## src/rtl/elevator_dispatch.sv

```systemverilog
// Collective (SCAN) car scheduler: walks a modelled car floor by floor, times door
// dwell and returns one-cycle clear pulses to the button-latch stage.
module elevator_dispatch #(
  parameter int FLOORS       = 8,
  parameter int TRAVEL_TICKS = 16,
  parameter int DOOR_TICKS   = 32
) (
  input  logic              clk,
  input  logic              reset,
  input  logic [FLOORS-1:0] active_in_levels,
  input  logic [FLOORS-2:0] active_out_up_levels,
  input  logic [FLOORS-1:1] active_out_down_levels,
  output logic [FLOORS-1:0] inactivate_in_levels,
  output logic [FLOORS-2:0] inactivate_out_up_levels,
  output logic [FLOORS-1:1] inactivate_out_down_levels,
  output logic [3:0]        buttons_blocked,
  output logic [3:0]        current_floor,
  output logic [1:0]        direction,
  output logic              door_open,
  output logic              moving,
  output logic [1:0]        state_dbg
);

  localparam logic [1:0] DIR_NONE = 2'b00;
  localparam logic [1:0] DIR_UP   = 2'b01;
  localparam logic [1:0] DIR_DOWN = 2'b10;
  localparam int TW = $clog2(TRAVEL_TICKS + 1);
  localparam int DW = $clog2(DOOR_TICKS + 1);
  localparam logic [TW-1:0] TRAVEL_LOAD = TW'(TRAVEL_TICKS - 1);
  localparam logic [DW-1:0] DOOR_LOAD   = DW'(DOOR_TICKS);
  localparam logic [3:0]    TOP_FLOOR   = 4'(FLOORS - 1);

  typedef enum logic [1:0] {IDLE = 2'd0, MOVE = 2'd1, DOOR = 2'd2} state_t;

  state_t          state;
  logic [TW-1:0]   travel_cnt;
  logic [DW-1:0]   door_cnt;
  logic            arrived;

  assign state_dbg = state;

  // Hall vectors widened to full floor range so every floor indexes uniformly.
  logic [FLOORS-1:0] up_full, dn_full, any_req, here_mask;
  logic [FLOORS-1:0] prev_up, prev_dn;
  logic [FLOORS-1:0] clr_in, clr_up, clr_dn;
  logic [FLOORS-1:0] ent_up, ent_dn, dwl_up, dwl_dn, rev_up, rev_dn;
  logic              above, below, here_in, here_up, here_dn, here;
  logic              stop_here, ahead, behind, new_here;
  logic [1:0]        entry_dir, rev_dir;

  // Clear pulses are a one-cycle strobe per latched bit; a bit pulsed last cycle
  // is masked so the upstream edge detector never sees two back-to-back pulses.
  always_comb begin
    up_full = '0;
    dn_full = '0;
    prev_up = '0;
    prev_dn = '0;
    up_full[FLOORS-2:0] = active_out_up_levels;
    dn_full[FLOORS-1:1] = active_out_down_levels;
    prev_up[FLOORS-2:0] = inactivate_out_up_levels;
    prev_dn[FLOORS-1:1] = inactivate_out_down_levels;
    any_req = active_in_levels | up_full | dn_full;
    above = 1'b0;
    below = 1'b0;
    for (int i = 0; i < FLOORS; i++) begin
      if (i > int'(current_floor)) above = above | any_req[i];
      if (i < int'(current_floor)) below = below | any_req[i];
    end
    here_mask = FLOORS'(1) << current_floor;
    here_in   = |(here_mask & active_in_levels);
    here_up   = |(here_mask & up_full);
    here_dn   = |(here_mask & dn_full);
    here      = here_in | here_up | here_dn;
    clr_in    = here_mask & active_in_levels & ~inactivate_in_levels;
    clr_up    = here_mask & up_full & ~prev_up;
    clr_dn    = here_mask & dn_full & ~prev_dn;

    case (direction)
      DIR_UP:   entry_dir = (here_up | above) ? DIR_UP : DIR_DOWN;
      DIR_DOWN: entry_dir = (here_dn | below) ? DIR_DOWN : DIR_UP;
      default:  entry_dir = DIR_NONE;
    endcase
    case (direction)
      DIR_UP:   rev_dir = DIR_DOWN;
      DIR_DOWN: rev_dir = DIR_UP;
      default:  rev_dir = DIR_NONE;
    endcase

    ent_up = (entry_dir != DIR_DOWN) ? clr_up : '0;
    ent_dn = (entry_dir != DIR_UP)   ? clr_dn : '0;
    dwl_up = (direction != DIR_DOWN) ? clr_up : '0;
    dwl_dn = (direction != DIR_UP)   ? clr_dn : '0;
    rev_up = (rev_dir != DIR_DOWN)   ? clr_up : '0;
    rev_dn = (rev_dir != DIR_UP)     ? clr_dn : '0;
    new_here = (|clr_in) | (|dwl_up) | (|dwl_dn);

    // Stopping when nothing lies beyond also covers opposite-direction hall
    // calls at the last useful floor and requests vanishing mid-travel.
    if (direction == DIR_UP) begin
      stop_here = here_in | here_up | ~above | (current_floor == TOP_FLOOR);
      ahead     = above;
      behind    = below;
    end else if (direction == DIR_DOWN) begin
      stop_here = here_in | here_dn | ~below | (current_floor == 4'd0);
      ahead     = below;
      behind    = above;
    end else begin
      stop_here = 1'b1;
      ahead     = 1'b0;
      behind    = 1'b0;
    end
  end

  always_ff @(posedge clk or negedge reset) begin
    if (!reset) begin
      state                      <= IDLE;
      current_floor              <= 4'd0;
      direction                  <= DIR_NONE;
      door_open                  <= 1'b0;
      moving                     <= 1'b0;
      buttons_blocked            <= 4'h0;
      inactivate_in_levels       <= '0;
      inactivate_out_up_levels   <= '0;
      inactivate_out_down_levels <= '0;
      travel_cnt                 <= '0;
      door_cnt                   <= '0;
      arrived                    <= 1'b0;
    end else begin
      inactivate_in_levels       <= '0;
      inactivate_out_up_levels   <= '0;
      inactivate_out_down_levels <= '0;
      case (state)
        IDLE: begin
          if (here) begin
            state                      <= DOOR;
            door_open                  <= 1'b1;
            door_cnt                   <= DOOR_LOAD;
            buttons_blocked            <= current_floor;
            inactivate_in_levels       <= clr_in;
            inactivate_out_up_levels   <= ent_up[FLOORS-2:0];
            inactivate_out_down_levels <= ent_dn[FLOORS-1:1];
          end else if (above | below) begin
            state           <= MOVE;
            moving          <= 1'b1;
            buttons_blocked <= 4'hF;
            travel_cnt      <= TRAVEL_LOAD;
            arrived         <= 1'b0;
            direction       <= above ? DIR_UP : DIR_DOWN;
          end
        end

        MOVE: begin
          if (arrived) begin
            arrived <= 1'b0;
            if (stop_here) begin
              state                      <= DOOR;
              moving                     <= 1'b0;
              door_open                  <= 1'b1;
              door_cnt                   <= DOOR_LOAD;
              buttons_blocked            <= current_floor;
              direction                  <= entry_dir;
              inactivate_in_levels       <= clr_in;
              inactivate_out_up_levels   <= ent_up[FLOORS-2:0];
              inactivate_out_down_levels <= ent_dn[FLOORS-1:1];
            end else begin
              // The decision cycle doubles as the first tick of the next hop.
              travel_cnt <= travel_cnt - 1'b1;
            end
          end else if (travel_cnt == '0) begin
            current_floor <= (direction == DIR_DOWN) ? current_floor - 4'd1
                                                     : current_floor + 4'd1;
            travel_cnt    <= TRAVEL_LOAD;
            arrived       <= 1'b1;
          end else begin
            travel_cnt <= travel_cnt - 1'b1;
          end
        end

        DOOR: begin
          if (new_here) begin
            door_cnt                   <= DOOR_LOAD;
            inactivate_in_levels       <= clr_in;
            inactivate_out_up_levels   <= dwl_up[FLOORS-2:0];
            inactivate_out_down_levels <= dwl_dn[FLOORS-1:1];
          end else if (door_cnt == DW'(1)) begin
            if (ahead | behind) begin
              state           <= MOVE;
              door_open       <= 1'b0;
              moving          <= 1'b1;
              buttons_blocked <= 4'hF;
              travel_cnt      <= TRAVEL_LOAD;
              arrived         <= 1'b0;
              if (!ahead) direction <= rev_dir;
            end else if (here && direction != DIR_NONE) begin
              // Pending opposite call at this floor: reopen serving the other way.
              direction                  <= rev_dir;
              door_cnt                   <= DOOR_LOAD;
              inactivate_in_levels       <= clr_in;
              inactivate_out_up_levels   <= rev_up[FLOORS-2:0];
              inactivate_out_down_levels <= rev_dn[FLOORS-1:1];
            end else begin
              state     <= IDLE;
              door_open <= 1'b0;
              direction <= DIR_NONE;
            end
          end else begin
            door_cnt <= door_cnt - 1'b1;
          end
        end

        default: state <= IDLE;
      endcase
    end
  end

endmodule
```

## config.mk

```make
export PLATFORM = sky130hd
export DESIGN_NAME = elevator_dispatch
export DESIGN_NICKNAME = d
export VERILOG_FILES = /design/src/rtl/elevator_dispatch.sv
export SDC_FILE = /design/constraint.sdc
export NUM_CORES = 1
export LEC_CHECK = 0
export BUFFER_PORTS_ARGS = -buffer_cell sky130_fd_sc_hd__buf_2
export CAP_MARGIN = 5
export CELL_PAD_IN_SITES_DETAIL_PLACEMENT = 2
export CELL_PAD_IN_SITES_GLOBAL_PLACEMENT = 2
export CORE_UTILIZATION = 38
export CTS_BUF_LIST = sky130_fd_sc_hd__clkbuf_8
export DETAILED_ROUTE_END_ITERATION = 8
export GPL_TIMING_DRIVEN = 1
export PLACE_DENSITY = 0.9
export SYNTH_ARGS = -nofsm -noshare
export SYNTH_HDL_FRONTEND = slang
export SYNTH_SLANG_ARGS = --single-unit
```

## constraint.sdc

```tcl
create_clock -name clk -period 6.2 [get_ports clk]
set_input_delay 0.93 -clock clk [delete_from_list [all_inputs] [get_ports clk]]
set_output_delay 0.93 -clock clk [all_outputs]
set_load 0.05 [all_outputs]
```

==> summary.txt <==
STA
  – Final critical-path share of the clock period: 0.657
  – Max Clk Rate: 245 MHz
  – Final Hold Vio Count: 0
  – Slew Limit Fails: 0
  – Post-layout worst setup margin: 2.13 ns
  – Tmin final: 4.07 ns
  – Setup_tns: 0 ns
  – Final setup fails: 0
  – RSZ-0062 raised after global routing: no
  – Slew at the pin with the worst max-slew slack: 1.15 ns
  – Skew final: 0.00888 ns
  – Max transition margin: 0.232

Die
  – I/O Pins: 60
  – DIE WIDTH: 97.2 um
  – Num rows: 34
  – Die Area: 9440 sq um
  – Initial Util: 0.393
  – Placeable core area: 8760 sq um
  – Die Y: 97.2 um

Power
  – Design Power: 1.54 mW
  – Pwr per Cell Area: 395 nW/um^2
  – Worst VDD drop: 210 uV
  – Leak pwr: 1.77 nW

Setup path
  – Most frequent CP cell: a222oi_1
  – Critical Path End Type: flip-flop
  – Reg2Reg Depth: 10
  – CP peak stage delay: 0.96 ns
  – Crit-path max FO: 26
  – WS Path Type: reg -> reg
  – Worst R2R Start: current_floor[2]
  – Critical R2R Capture: inactivate_out_down_levels[3]
  – CP startpoint: current_floor[2]
  – CP arrival: 4.22 ns
  – CP Launch Type: flip-flop
  – R2R Setup Slk: 2.13 ns
  – Critical path cell sequence: inv_2, ha_1, a222oi_1, o221ai_2, o31ai_4, nand2_2, o221ai_4, o21ai_2, a222oi_1, nor3b_1
  – Slowest-stage cell, CP: dfrtp_1
  – Critical Path RT: 6.35 ns

Synthesis
  – Sequential fraction of the synthesis area: 0.349
  – Ys async rst share: 1.00
  – Post-Syn Nets: 424
  – Post-Synthesis Cells: 379
  – Post-synthesis cell type count: 82
  – Post-Syn Area: 3440 sq um
  – Top_reg_cell synth: dfrtp_1
  – Synth warnings: 0
  – Post-synth EDFFs: 0
  – Register bit total from synthesis: 48
  – Syn Area/Cell: 9.08 sq um

Routing
  – Drt drc: 0
  – Via count: 3333
  – Routed len/inst: 23.2 um
  – Final ANT Viol Nets: 0
  – Routed wire length: 12500 um
  – Drt pass-1 iters: 4
  – Vias per Instance: 6.16
  – DRT iter0 DRCs: 172

GRT
  – Vias in the first global route: 3699
  – Largest net degree at the start of global routing: 49
  – First-pass GRT wire length: 20600 um
  – GR Overflow Total: 0
  – GRT Resource Usage Total: 0.277
  – Antenna violations before repair: 0

Cells and area
  – Synth-to-layout area growth: 13.3%
  – Final core utilization: 0.445
  – Layout cells sized above 1: 0.217
  – ANT cells: 0
  – Final instance area: 3900 sq um
  – Final nets: 477

Outcome
  – Outcome: finished, final reports clean

CTS
  – Worst-case clock buffer depth: 2
  – Clock Latency Late Sink: 0.32 ns
  – Postcts setup bufs: 0
  – Clock slew at reported path FFs: 0.10 ns
  – Hold_buf cts: 0
  – H-tree levels: 2
  – Root Driver: clkbuf_8
  – Num CTS Buffers: 5
  – CTS tree: done
  – # clock sinks: 48
  – Post-cts sizing count: 0

Placement
  – Port Buffers: 59
  – GPL Wtd Cong: 0.920
  – Placed Area: 3790 sq um
  – Dpl ws: 2.26 ns
  – Final HPWL from detailed placement: 9690 um

Hold path
  – WHS Endpoint: door_cnt[5]
  – Worst hold path depth: 1
  – Hold Crit Class: reg -> reg
  – HP Start: door_cnt[5]

Job
  – Max_cap viols: 0
[worst max path at each step]
stage          cells past startpoint                            end
2_1_floorplan                     13                  travel_cnt[0]
3_3_place_gp                      11    inactivate_out_up_levels[3]
3_5_place_dp                      11  inactivate_out_down_levels[3]
4_1_cts                           10  inactivate_out_down_levels[3]
5_1_grt                           10  inactivate_out_down_levels[3]
6_report                          10  inactivate_out_down_levels[3]
[flip-flops by register name, summed over array words and instances (netlist names)]
signal,flops
travel_cnt,5
door_open,1
current_floor,4
inactivate_in_levels,8
arrived,1
state_dbg,2
inactivate_out_down_levels,7
buttons_blocked,4
door_cnt,6
direction,2
inactivate_out_up_levels,7
moving,1
[stage by stage]
| step | hold slack, ns | cells |
|---|---|---|
| 6_report | 0.497 | 541 |
| 5_1_grt | 0.517 | 541 |
| 4_1_cts | 0.501 | 541 |
| 3_5_place_dp | 0.485 | 533 |
| 3_3_place_gp | 0.465 | 533 |
| 2_1_floorplan | 0.442 | 379 |
[layout make-up]
cell class | count | area (sq um)
Clock buffer | 5 | 68.8
Clock inverter | 3 | 42.5
Inverter | 27 | 101
Fill cell | 990 | 4870
Tap cell | 108 | 135
Sequential cell | 48 | 1200
Timing Repair Buffer | 59 | 295
Multi-Input combinational cell | 291 | 2050
[where the power goes]
group	total (mW)	internal, mW	switching, mW	leakage [nW]
Clock	0.244	0.120	0.125	0.0541
Combinational	0.877	0.271	0.605	1.10
Sequential	0.418	0.363	0.0549	0.623
Total	1.54	0.754	0.785	1.77
[synthesized netlist by cell type (all sizes together), types with 9 or more instances]
cell type	n	area (sq um)
ha	21	263
nor2	30	118
nor3	30	150
inv	26	97.6
mux2i	9	90.1
a21oi	14	77.6
nand2	31	119
dfrtp	48	1200
o21ai	30	154
[layer usage]
metal | wire, um | GRT usage | up-vias
met5 | 0 | 0 | -
met4 | 449 | 0.113 | 0
met3 | 541 | 0.0424 | 31
met2 | 5960 | 0.469 | 100
met1 | 5570 | 0.351 | 1681
li1 | - | - | 1521
[critical path: cells and delay by family (launching register included)]
| kind | cells | cell delay [ns] |
|---|---|---|
| compound gates | 6 | 2.19 |
| flops | 1 | 0.96 |
| simple gates | 2 | 0.31 |
| fa+ha+maj | 1 | 0.30 |
| buf+inv | 1 | 0.12 |
[placed cells by master (no fill, tap or decap), types with 3 or more instances in the layout]
cell type / Yosys / final
a21oi_1: 12 / 12
a222oi_1: 3 / 3
a22oi_1: 4 / 4
a31oi_1: 6 / 6
and3b_1: 3 / 3
buf_2: 2 / 59
clkbuf_8: 0 / 5
dfrtp_1: 48 / 48
ha_1: 21 / 21
inv_1: 25 / 25
mux2_2: 3 / 3
mux2i_1: 9 / 9
nand2_1: 30 / 30
nand2b_1: 5 / 5
nand3_1: 8 / 8
nand3b_1: 8 / 8
nand4_1: 8 / 8
nand4b_1: 4 / 4
nor2_1: 28 / 28
nor3_1: 30 / 30
nor3b_1: 3 / 3
nor4bb_1: 3 / 3
o211ai_1: 3 / 3
o21ai_0: 18 / 18
o21ai_1: 11 / 11
or3_1: 3 / 3
[kinds of logic after synthesis]
group / count (synthesis) / synth area share
AND/OR/NAND/NOR: 150 / 0.235
adder cells (fa/ha/maj): 21 / 0.0764
buffers and inverters: 40 / 0.0542
flip-flops: 48 / 0.349
AO/OA/AOI/OAI: 101 / 0.227
XOR/XNOR: 3 / 0.00764
multiplexers: 16 / 0.0513
Note: power is estimated with default switching activity, not from simulation.
